$ cat config.mk
export PLATFORM = sky130hd
export DESIGN_NAME = branch_ctrl_flat
export DESIGN_NICKNAME = d
export VERILOG_FILES = /design/src/rtl/branch_ctrl_if.sv /design/src/rtl/branch_ctrl.sv /design/src/flat_wrapper.sv
export SDC_FILE = /design/constraint.sdc
export NUM_CORES = 1
export LEC_CHECK = 0
export ABC_AREA = 1
export BUFFER_PORTS_ARGS = -buffer_cell sky130_fd_sc_hd__buf_2
export CAP_MARGIN = 20
export CORE_MARGIN = 2
export CORE_UTILIZATION = 55
export CTS_CLUSTER_SIZE = 14
export DETAILED_ROUTE_END_ITERATION = 6
export PLACE_DENSITY = 0.81
export SYNTH_ARGS = -nofsm -noshare
export SYNTH_HDL_FRONTEND = slang
export SYNTH_SLANG_ARGS = --single-unit
$ cat constraint.sdc
create_clock -name clk -period 2.6 [get_ports clk]
set_input_delay 0.52 -clock clk [delete_from_list [all_inputs] [get_ports clk]]
set_output_delay 0.52 -clock clk [all_outputs]
set_load 0.02 [all_outputs]
$ cat src/rtl/branch_ctrl_if.sv
// -----------------------------------------------------------------------------
// branch_ctrl_if
// Purpose : Bundles the ID-stage branch request, the operand/forwarding status
//           and the PC-redirect / statistics outputs of branch_ctrl.
// Signals :
//   br_valid      branch-class instruction present in ID this cycle
//   br_type       00 cond, 01 PC-relative, 10 register jump, 11 not-a-branch
//   br_kind       conditional sense: 0 taken on zero, 1 taken on non-zero
//   operand       tested register value, also the register-jump target
//   operand_ready operand valid this cycle
//   pc_plus1      address of the instruction after the branch
//   offset        sign-extended branch offset
//   stall_id      hold IF/ID while waiting for the operand (combinational)
//   pc_sel        PC loads pc_target on the next edge
//   pc_target     redirect address
//   flush_if      squash the instruction in IF/ID
//   br_done       one-cycle resolution pulse
//   br_cnt        resolved-branch counter
//   taken_cnt     taken-branch counter
// Modports: master = pipeline side, slave = branch_ctrl.
// -----------------------------------------------------------------------------
interface branch_ctrl_if;
  logic        br_valid;
  logic [1:0]  br_type;
  logic        br_kind;
  logic [15:0] operand;
  logic        operand_ready;
  logic [15:0] pc_plus1;
  logic [15:0] offset;
  logic        stall_id;
  logic        pc_sel;
  logic [15:0] pc_target;
  logic        flush_if;
  logic        br_done;
  logic [15:0] br_cnt;
  logic [15:0] taken_cnt;

  modport master (
    output br_valid, br_type, br_kind, operand, operand_ready, pc_plus1, offset,
    input  stall_id, pc_sel, pc_target, flush_if, br_done, br_cnt, taken_cnt
  );

  modport slave (
    input  br_valid, br_type, br_kind, operand, operand_ready, pc_plus1, offset,
    output stall_id, pc_sel, pc_target, flush_if, br_done, br_cnt, taken_cnt
  );
endinterface

$ cat src/rtl/branch_ctrl.sv
// -----------------------------------------------------------------------------
// branch_ctrl
// Purpose : Resolves ID-stage branches. Waits for the tested operand when it
//           is not yet available, then issues a one-cycle PC redirect and
//           IF/ID flush for taken branches, and keeps resolved/taken counts.
// Ports   :
//   clk    system clock, rising edge
//   rst    synchronous active-high reset
//   br_if  branch_ctrl_if.slave bundle (request in, redirect/stats out)
// -----------------------------------------------------------------------------
module branch_ctrl (
  input  logic          clk,
  input  logic          rst,
  branch_ctrl_if.slave  br_if
);

  localparam logic [1:0] ST_IDLE  = 2'b00;
  localparam logic [1:0] ST_WAIT  = 2'b01;
  localparam logic [1:0] ST_REDIR = 2'b10;

  // Taken decision; type 11 is not a branch and never redirects.
  function automatic logic calc_taken(input logic [1:0] typ, input logic kind,
                                      input logic [15:0] opnd);
    logic res;
    case (typ)
      2'b00:   res = (opnd == 16'h0000) ^ kind;
      2'b01:   res = 1'b1;
      2'b10:   res = 1'b1;
      default: res = 1'b0;
    endcase
    return res;
  endfunction

  // Redirect address; the PC-relative sum wraps modulo 2^16.
  function automatic logic [15:0] calc_target(input logic [1:0] typ,
                                              input logic [15:0] opnd,
                                              input logic [15:0] pc1,
                                              input logic [15:0] off);
    logic [15:0] res;
    if (typ == 2'b10) begin
      res = opnd;
    end else begin
      res = pc1 + off;
    end
    return res;
  endfunction

  logic [1:0]  state_q, state_d;
  logic [1:0]  type_q, type_d;
  logic        kind_q, kind_d;
  logic [15:0] pc1_q, pc1_d;
  logic [15:0] off_q, off_d;
  logic        pc_sel_q, pc_sel_d;
  logic        flush_q, flush_d;
  logic        done_q, done_d;
  logic [15:0] target_q, target_d;
  logic [15:0] br_cnt_q, br_cnt_d;
  logic [15:0] taken_cnt_q, taken_cnt_d;

  logic [1:0]  ev_type_s;
  logic        ev_kind_s;
  logic [15:0] ev_pc1_s;
  logic [15:0] ev_off_s;
  logic        accept_s;
  logic        pending_s;
  logic        resolve_s;
  logic        taken_s;
  logic [15:0] target_s;

  // Branch fields under evaluation: live in IDLE, latched copy while waiting.
  always_comb begin
    ev_type_s = type_q;
    ev_kind_s = kind_q;
    ev_pc1_s  = pc1_q;
    ev_off_s  = off_q;
    if (state_q == ST_IDLE) begin
      ev_type_s = br_if.br_type;
      ev_kind_s = br_if.br_kind;
      ev_pc1_s  = br_if.pc_plus1;
      ev_off_s  = br_if.offset;
    end else begin
      ev_type_s = type_q;
      ev_kind_s = kind_q;
      ev_pc1_s  = pc1_q;
      ev_off_s  = off_q;
    end
  end

  // A branch is pending when newly accepted or still waiting for its operand.
  assign accept_s  = (state_q == ST_IDLE) && br_if.br_valid;
  assign pending_s = accept_s || (state_q == ST_WAIT);
  assign resolve_s = pending_s && br_if.operand_ready;
  assign taken_s   = calc_taken(ev_type_s, ev_kind_s, br_if.operand);
  assign target_s  = calc_target(ev_type_s, br_if.operand, ev_pc1_s, ev_off_s);

  // Stall is the only combinational output; reset forces it low.
  assign br_if.stall_id = !rst && pending_s && !br_if.operand_ready;

  // Next-state, field latching, registered outputs and counters.
  always_comb begin
    state_d     = ST_IDLE;
    type_d      = type_q;
    kind_d      = kind_q;
    pc1_d       = pc1_q;
    off_d       = off_q;
    pc_sel_d    = resolve_s && taken_s;
    flush_d     = resolve_s && taken_s;
    done_d      = resolve_s;
    target_d    = target_q;
    br_cnt_d    = br_cnt_q;
    taken_cnt_d = taken_cnt_q;

    case (state_q)
      ST_IDLE: begin
        if (br_if.br_valid && !br_if.operand_ready) begin
          state_d = ST_WAIT;
        end else if (resolve_s && taken_s) begin
          state_d = ST_REDIR;
        end else begin
          state_d = ST_IDLE;
        end
      end
      ST_WAIT: begin
        if (!br_if.operand_ready) begin
          state_d = ST_WAIT;
        end else if (taken_s) begin
          state_d = ST_REDIR;
        end else begin
          state_d = ST_IDLE;
        end
      end
      ST_REDIR: state_d = ST_IDLE;
      default:  state_d = ST_IDLE;
    endcase

    if (accept_s) begin
      type_d = br_if.br_type;
      kind_d = br_if.br_kind;
      pc1_d  = br_if.pc_plus1;
      off_d  = br_if.offset;
    end else begin
      type_d = type_q;
      kind_d = kind_q;
      pc1_d  = pc1_q;
      off_d  = off_q;
    end

    if (resolve_s) begin
      br_cnt_d = br_cnt_q + 16'd1;
      if (taken_s) begin
        taken_cnt_d = taken_cnt_q + 16'd1;
        target_d    = target_s;
      end else begin
        taken_cnt_d = taken_cnt_q;
        target_d    = target_q;
      end
    end else begin
      br_cnt_d    = br_cnt_q;
      taken_cnt_d = taken_cnt_q;
    end
  end

  // State and output registers with synchronous reset.
  always_ff @(posedge clk) begin
    if (rst) begin
      state_q     <= ST_IDLE;
      type_q      <= 2'b00;
      kind_q      <= 1'b0;
      pc1_q       <= 16'h0000;
      off_q       <= 16'h0000;
      pc_sel_q    <= 1'b0;
      flush_q     <= 1'b0;
      done_q      <= 1'b0;
      target_q    <= 16'h0000;
      br_cnt_q    <= 16'h0000;
      taken_cnt_q <= 16'h0000;
    end else begin
      state_q     <= state_d;
      type_q      <= type_d;
      kind_q      <= kind_d;
      pc1_q       <= pc1_d;
      off_q       <= off_d;
      pc_sel_q    <= pc_sel_d;
      flush_q     <= flush_d;
      done_q      <= done_d;
      target_q    <= target_d;
      br_cnt_q    <= br_cnt_d;
      taken_cnt_q <= taken_cnt_d;
    end
  end

  assign br_if.pc_sel    = pc_sel_q;
  assign br_if.flush_if  = flush_q;
  assign br_if.br_done   = done_q;
  assign br_if.pc_target = target_q;
  assign br_if.br_cnt    = br_cnt_q;
  assign br_if.taken_cnt = taken_cnt_q;

endmodule

$ cat src/flat_wrapper.sv
// flat-port wrapper written by rule: the top's interface ports become plain ports
module branch_ctrl_flat 
  (clk, rst, br_if_br_valid, br_if_br_type, br_if_br_kind, br_if_operand, br_if_operand_ready, br_if_pc_plus1, br_if_offset, br_if_stall_id, br_if_pc_sel, br_if_pc_target, br_if_flush_if, br_if_br_done, br_if_br_cnt, br_if_taken_cnt);
  branch_ctrl_if br_if_i ();
  input  logic clk;
  input  logic rst;
  input wire logic [$bits(br_if_i.br_valid)-1:0] br_if_br_valid;
  input wire logic [$bits(br_if_i.br_type)-1:0] br_if_br_type;
  input wire logic [$bits(br_if_i.br_kind)-1:0] br_if_br_kind;
  input wire logic [$bits(br_if_i.operand)-1:0] br_if_operand;
  input wire logic [$bits(br_if_i.operand_ready)-1:0] br_if_operand_ready;
  input wire logic [$bits(br_if_i.pc_plus1)-1:0] br_if_pc_plus1;
  input wire logic [$bits(br_if_i.offset)-1:0] br_if_offset;
  output wire logic [$bits(br_if_i.stall_id)-1:0] br_if_stall_id;
  output wire logic [$bits(br_if_i.pc_sel)-1:0] br_if_pc_sel;
  output wire logic [$bits(br_if_i.pc_target)-1:0] br_if_pc_target;
  output wire logic [$bits(br_if_i.flush_if)-1:0] br_if_flush_if;
  output wire logic [$bits(br_if_i.br_done)-1:0] br_if_br_done;
  output wire logic [$bits(br_if_i.br_cnt)-1:0] br_if_br_cnt;
  output wire logic [$bits(br_if_i.taken_cnt)-1:0] br_if_taken_cnt;
  assign br_if_i.br_valid = br_if_br_valid;
  assign br_if_i.br_type = br_if_br_type;
  assign br_if_i.br_kind = br_if_br_kind;
  assign br_if_i.operand = br_if_operand;
  assign br_if_i.operand_ready = br_if_operand_ready;
  assign br_if_i.pc_plus1 = br_if_pc_plus1;
  assign br_if_i.offset = br_if_offset;
  assign br_if_stall_id = br_if_i.stall_id;
  assign br_if_pc_sel = br_if_i.pc_sel;
  assign br_if_pc_target = br_if_i.pc_target;
  assign br_if_flush_if = br_if_i.flush_if;
  assign br_if_br_done = br_if_i.br_done;
  assign br_if_br_cnt = br_if_i.br_cnt;
  assign br_if_taken_cnt = br_if_i.taken_cnt;
  branch_ctrl u_core (.clk(clk), .rst(rst), .br_if(br_if_i));
endmodule
==> run_results.csv <==
group,metric,value,unit
logic_synthesis,ys_ff_latch,87,
clock_network,hold_buffers,0,
final_layout,multi_input_area,2960,um2
clock_network,cts-resized-gates,0,
clock_network,cts_sinks,87,
drt,vias,5190,
global_route,grt_pass1_vias,4518,
logic_synthesis,syn-cell-area,5140,um2
worst_setup_path,cpMaxStageDelayCell,"fa_2",
drt,dr.pass1.iters,6,
worst_setup_path,worstSetupEndpointType,"flip-flop",
worst_setup_path,crit_type,"flip-flop to flip-flop",
placement,dpl_cell_area,5760,um2
final_layout,fin_cells,1028,
worst_setup_path,start_kind,"flip-flop",
clock_network,clk_latency,0.35,ns
logic_synthesis,synth_cell_types,33,
worst_setup_path,cp_num_buf_inv,2,
run_status,outcome,"finished clean",
logic_synthesis,ys.flop_type,"dfxtp_1",
drt,drtIter0Drc,299,
logic_synthesis,seq_area_frac_synth,0.339,
drt,routed_wl,12200,um
global_route,gr-total-overflow,0,
timing,period_minus_slack,2.36,ns
die,rows,35,
power,power,3.44,mW
logic_synthesis,synth_fp_nets,894,
die,die_w,101,um
drt,wl_per_cell,11.9,um
final_layout,n_antenna_cell,0,
global_route,track_usage,0.250,
global_route,use_met1,0.376,
timing,finalHoldViolations,0,
global_route,grt_busiest_layer,"met2",
worst_setup_path,critPathMostFrequentCell,"nand2_1",
global_route,grt_pass1_wl,20800,um
clock_network,htreeDepth,3,
worst_hold_path,hold_path_class,"input pin to flip-flop",
logic_synthesis,syn_avg_cell_area,6.29,um2
clock_network,cts_root_buf,"clkbuf_8",
worst_setup_path,worstPathArrival,2.58,ns
timing,fmax,423,MHz
die,coreArea,9150,um2
placement,dpl.cell_count,1012,
clock_network,postCtsSetupBuffers,0,
drt,ant_nets,0,
global_route,grt_max_degree,42,
die,start_util,0.562,
worst_setup_path,crit_fanout,33,
final_layout,fillers,891,
timing,drv_slew,0,
timing,rsz0062_at_grt,"yes",
final_layout,layout_common_cells,"nand2_1 (277), nor2_1 (107), buf_2 (106)",
worst_setup_path,critical_path.top_delay_family,"simple AND/OR/NAND/NOR gates",
global_route,antenna_found_initial,0,
die,io_pins,107,
power,leakagePower,3.00,nW
logic_synthesis,syn_inst,818,
drt,via_per_inst,5.05,
timing,worst_slew_pin_slew,0.614,ns
run,drv_cap,0,
final_layout,nNetsFinal,988,
final_layout,layout-drive-gt1-share,0.164,
logic_synthesis,yosysWarnings,0,
timing,setup_viol,0,
die,die_h,101,um
global_route,use_met2,0.377,
placement,dp_hpwl,9040,um
logic_synthesis,synth_edf_count,0,
drt,drc_errors,0,
clock_network,numCtsBuffers,9,
placement,port_buffers,106,
timing,finalSetupTns,0,ns
clock_network,cts_buffer_depth,2,
logic_synthesis,async_flop_share,0,
clock_network,cts_tree,"built",
worst_setup_path,worstPathCellList,"nor2_4, inv_1, buf_12, nand2_1, nand2_1, ha_1, fa_2, nand2_1, nand2_1, nand3_1, nand2_1, nand2_1, nand3_1, nand3_1, nand2_1, nand2_1, a21oi_1",
timing,clock_skew,0.0121,ns
power,peakVddDrop,0.323,mV
final_layout,layout_commonest_cell,"nand2_1",
timing,max-slew-margin-rel,0.590,
clock_network,clk_pin_slew,0.09,ns
worst_setup_path,crit_required,2.82,ns
placement,finalWeightedCongestion,0.927,
final_layout,area_growth,16.3,%
timing,min_period_over_period,0.909,
global_route,met3_usage,0.0444,
final_layout,fin_area,5980,um2
power,power_density,576,nW/um2
die,die-area,10100,um2
worst_setup_path,max_stage_delay,0.36,ns
final_layout,regArea,1740,um2
[logic make-up after synthesis]
| group | after synthesis | share of synthesized area |
|---|---|---|
| AOI/OAI and AO/OA | 105 | 0.103 |
| xor gates and xnor gates | 21 | 0.0358 |
| adders and majority gates | 21 | 0.0526 |
| buffers and inverters | 115 | 0.0895 |
| DFF | 87 | 0.339 |
| muxes | 2 | 0.00389 |
| and+or+nand+nor | 467 | 0.376 |
[synth_stat cells, types with 2 or more instances]
cell      count  area (um2)
xnor2_1      14         123
buf_4         3        22.5
o21ai_0      46         230
nand3_1      31         155
o21ai_1       3        15.0
nor2_2        3        18.8
buf_2         2        10.0
nand3b_1      2        15.0
nand4_1      13        81.3
inv_2         3        11.3
nand2_1     277        1040
a21oi_1      54         270
nor2_1      107         402
mux2i_1       2        20.0
dfxtp_1      87        1740
or2_2         3        18.8
nor4_1        2        12.5
nor3_1       21         105
buf_6         2        22.5
clkbuf_1     25        93.8
inv_1        79         297
nand2_2       3        18.8
xor2_1        7        61.3
ha_1         20         250
[worst reg2reg max path: stages, from the launching register on]
cell and delay [ns]:
dfxtp_1 0.34, nor2_4 0.14, inv_1 0.08, buf_12 0.17, nand2_1 0.08, nand2_1 0.05
ha_1 0.22, fa_2 0.36, nand2_1 0.11, nand2_1 0.07, nand3_1 0.08, nand2_1 0.10
nand2_1 0.09, nand3_1 0.07, nand3_1 0.09, nand2_1 0.06, nand2_1 0.07, a21oi_1 0.06
[per-stage QoR]
step | hold slack (ns) | utilization | setup WS [ns]
after floorplan | 0.430 | - | 0.300
after global placement | 0.444 | 0.629 | 0.291
after detailed placement | 0.450 | 0.629 | 0.219
after CTS | 0.347 | 0.652 | 0.181
after global routing | 0.350 | 0.653 | -0.0132
final | 0.354 | 0.653 | 0.238
[sequential cells by signal, indices dropped and copies added, names as in the netlist, 2 cells and up]
signal / flops
u_core.br_if.br_cnt: 16
u_core.br_if.taken_cnt: 16
u_core.br_if.pc_target: 16
u_core.pc1_q: 16
u_core.state_q: 2
u_core.off_q: 16
u_core.type_q: 2
[worst paths after layout]
| kind | from | endpoint | slack (ns) | cells after the start |
|---|---|---|---|---|
| worst max-delay path | u_core.state_q[1]$_SDFF_PP0_ | u_core.br_if.pc_target[14]$_SDFFE_PP0P_ | 0.24 | 17 |
| worst max register to register | u_core.state_q[1]$_SDFF_PP0_ | u_core.br_if.pc_target[14]$_SDFFE_PP0P_ | 0.24 | 17 |
| worst min-delay path | br_if_operand_ready | u_core.state_q[0]$_SDFF_PP0_ | 0.35 | 2 |
| worst min register to register | u_core.kind_q$_SDFFE_PP0P_ | u_core.kind_q$_SDFFE_PP0P_ | 0.46 | 2 |
[cell type report]
class                           instances  share of cell area
Clock buffer                           10              0.0230
Clock inverter                          6              0.0117
Tap cell                              111              0.0232
Sequential cell                        87               0.291
Inverter                               83              0.0523
Multi-Input combinational cell        616               0.494
Timing Repair Buffer                  115               0.104
[layer usage]
metal,vias up,share of wire
li1,2763,-
met1,2272,0.49
met2,147,0.44
met3,8,0.061
met4,0,0.0073
met5,-,0
[report_power, final]
group / internal [mW] / switching, mW
Sequential: 1.41 / 0.0428
Clock: 0.476 / 0.502
Combinational: 0.364 / 0.643
Power figures use the tool's default switching activity.
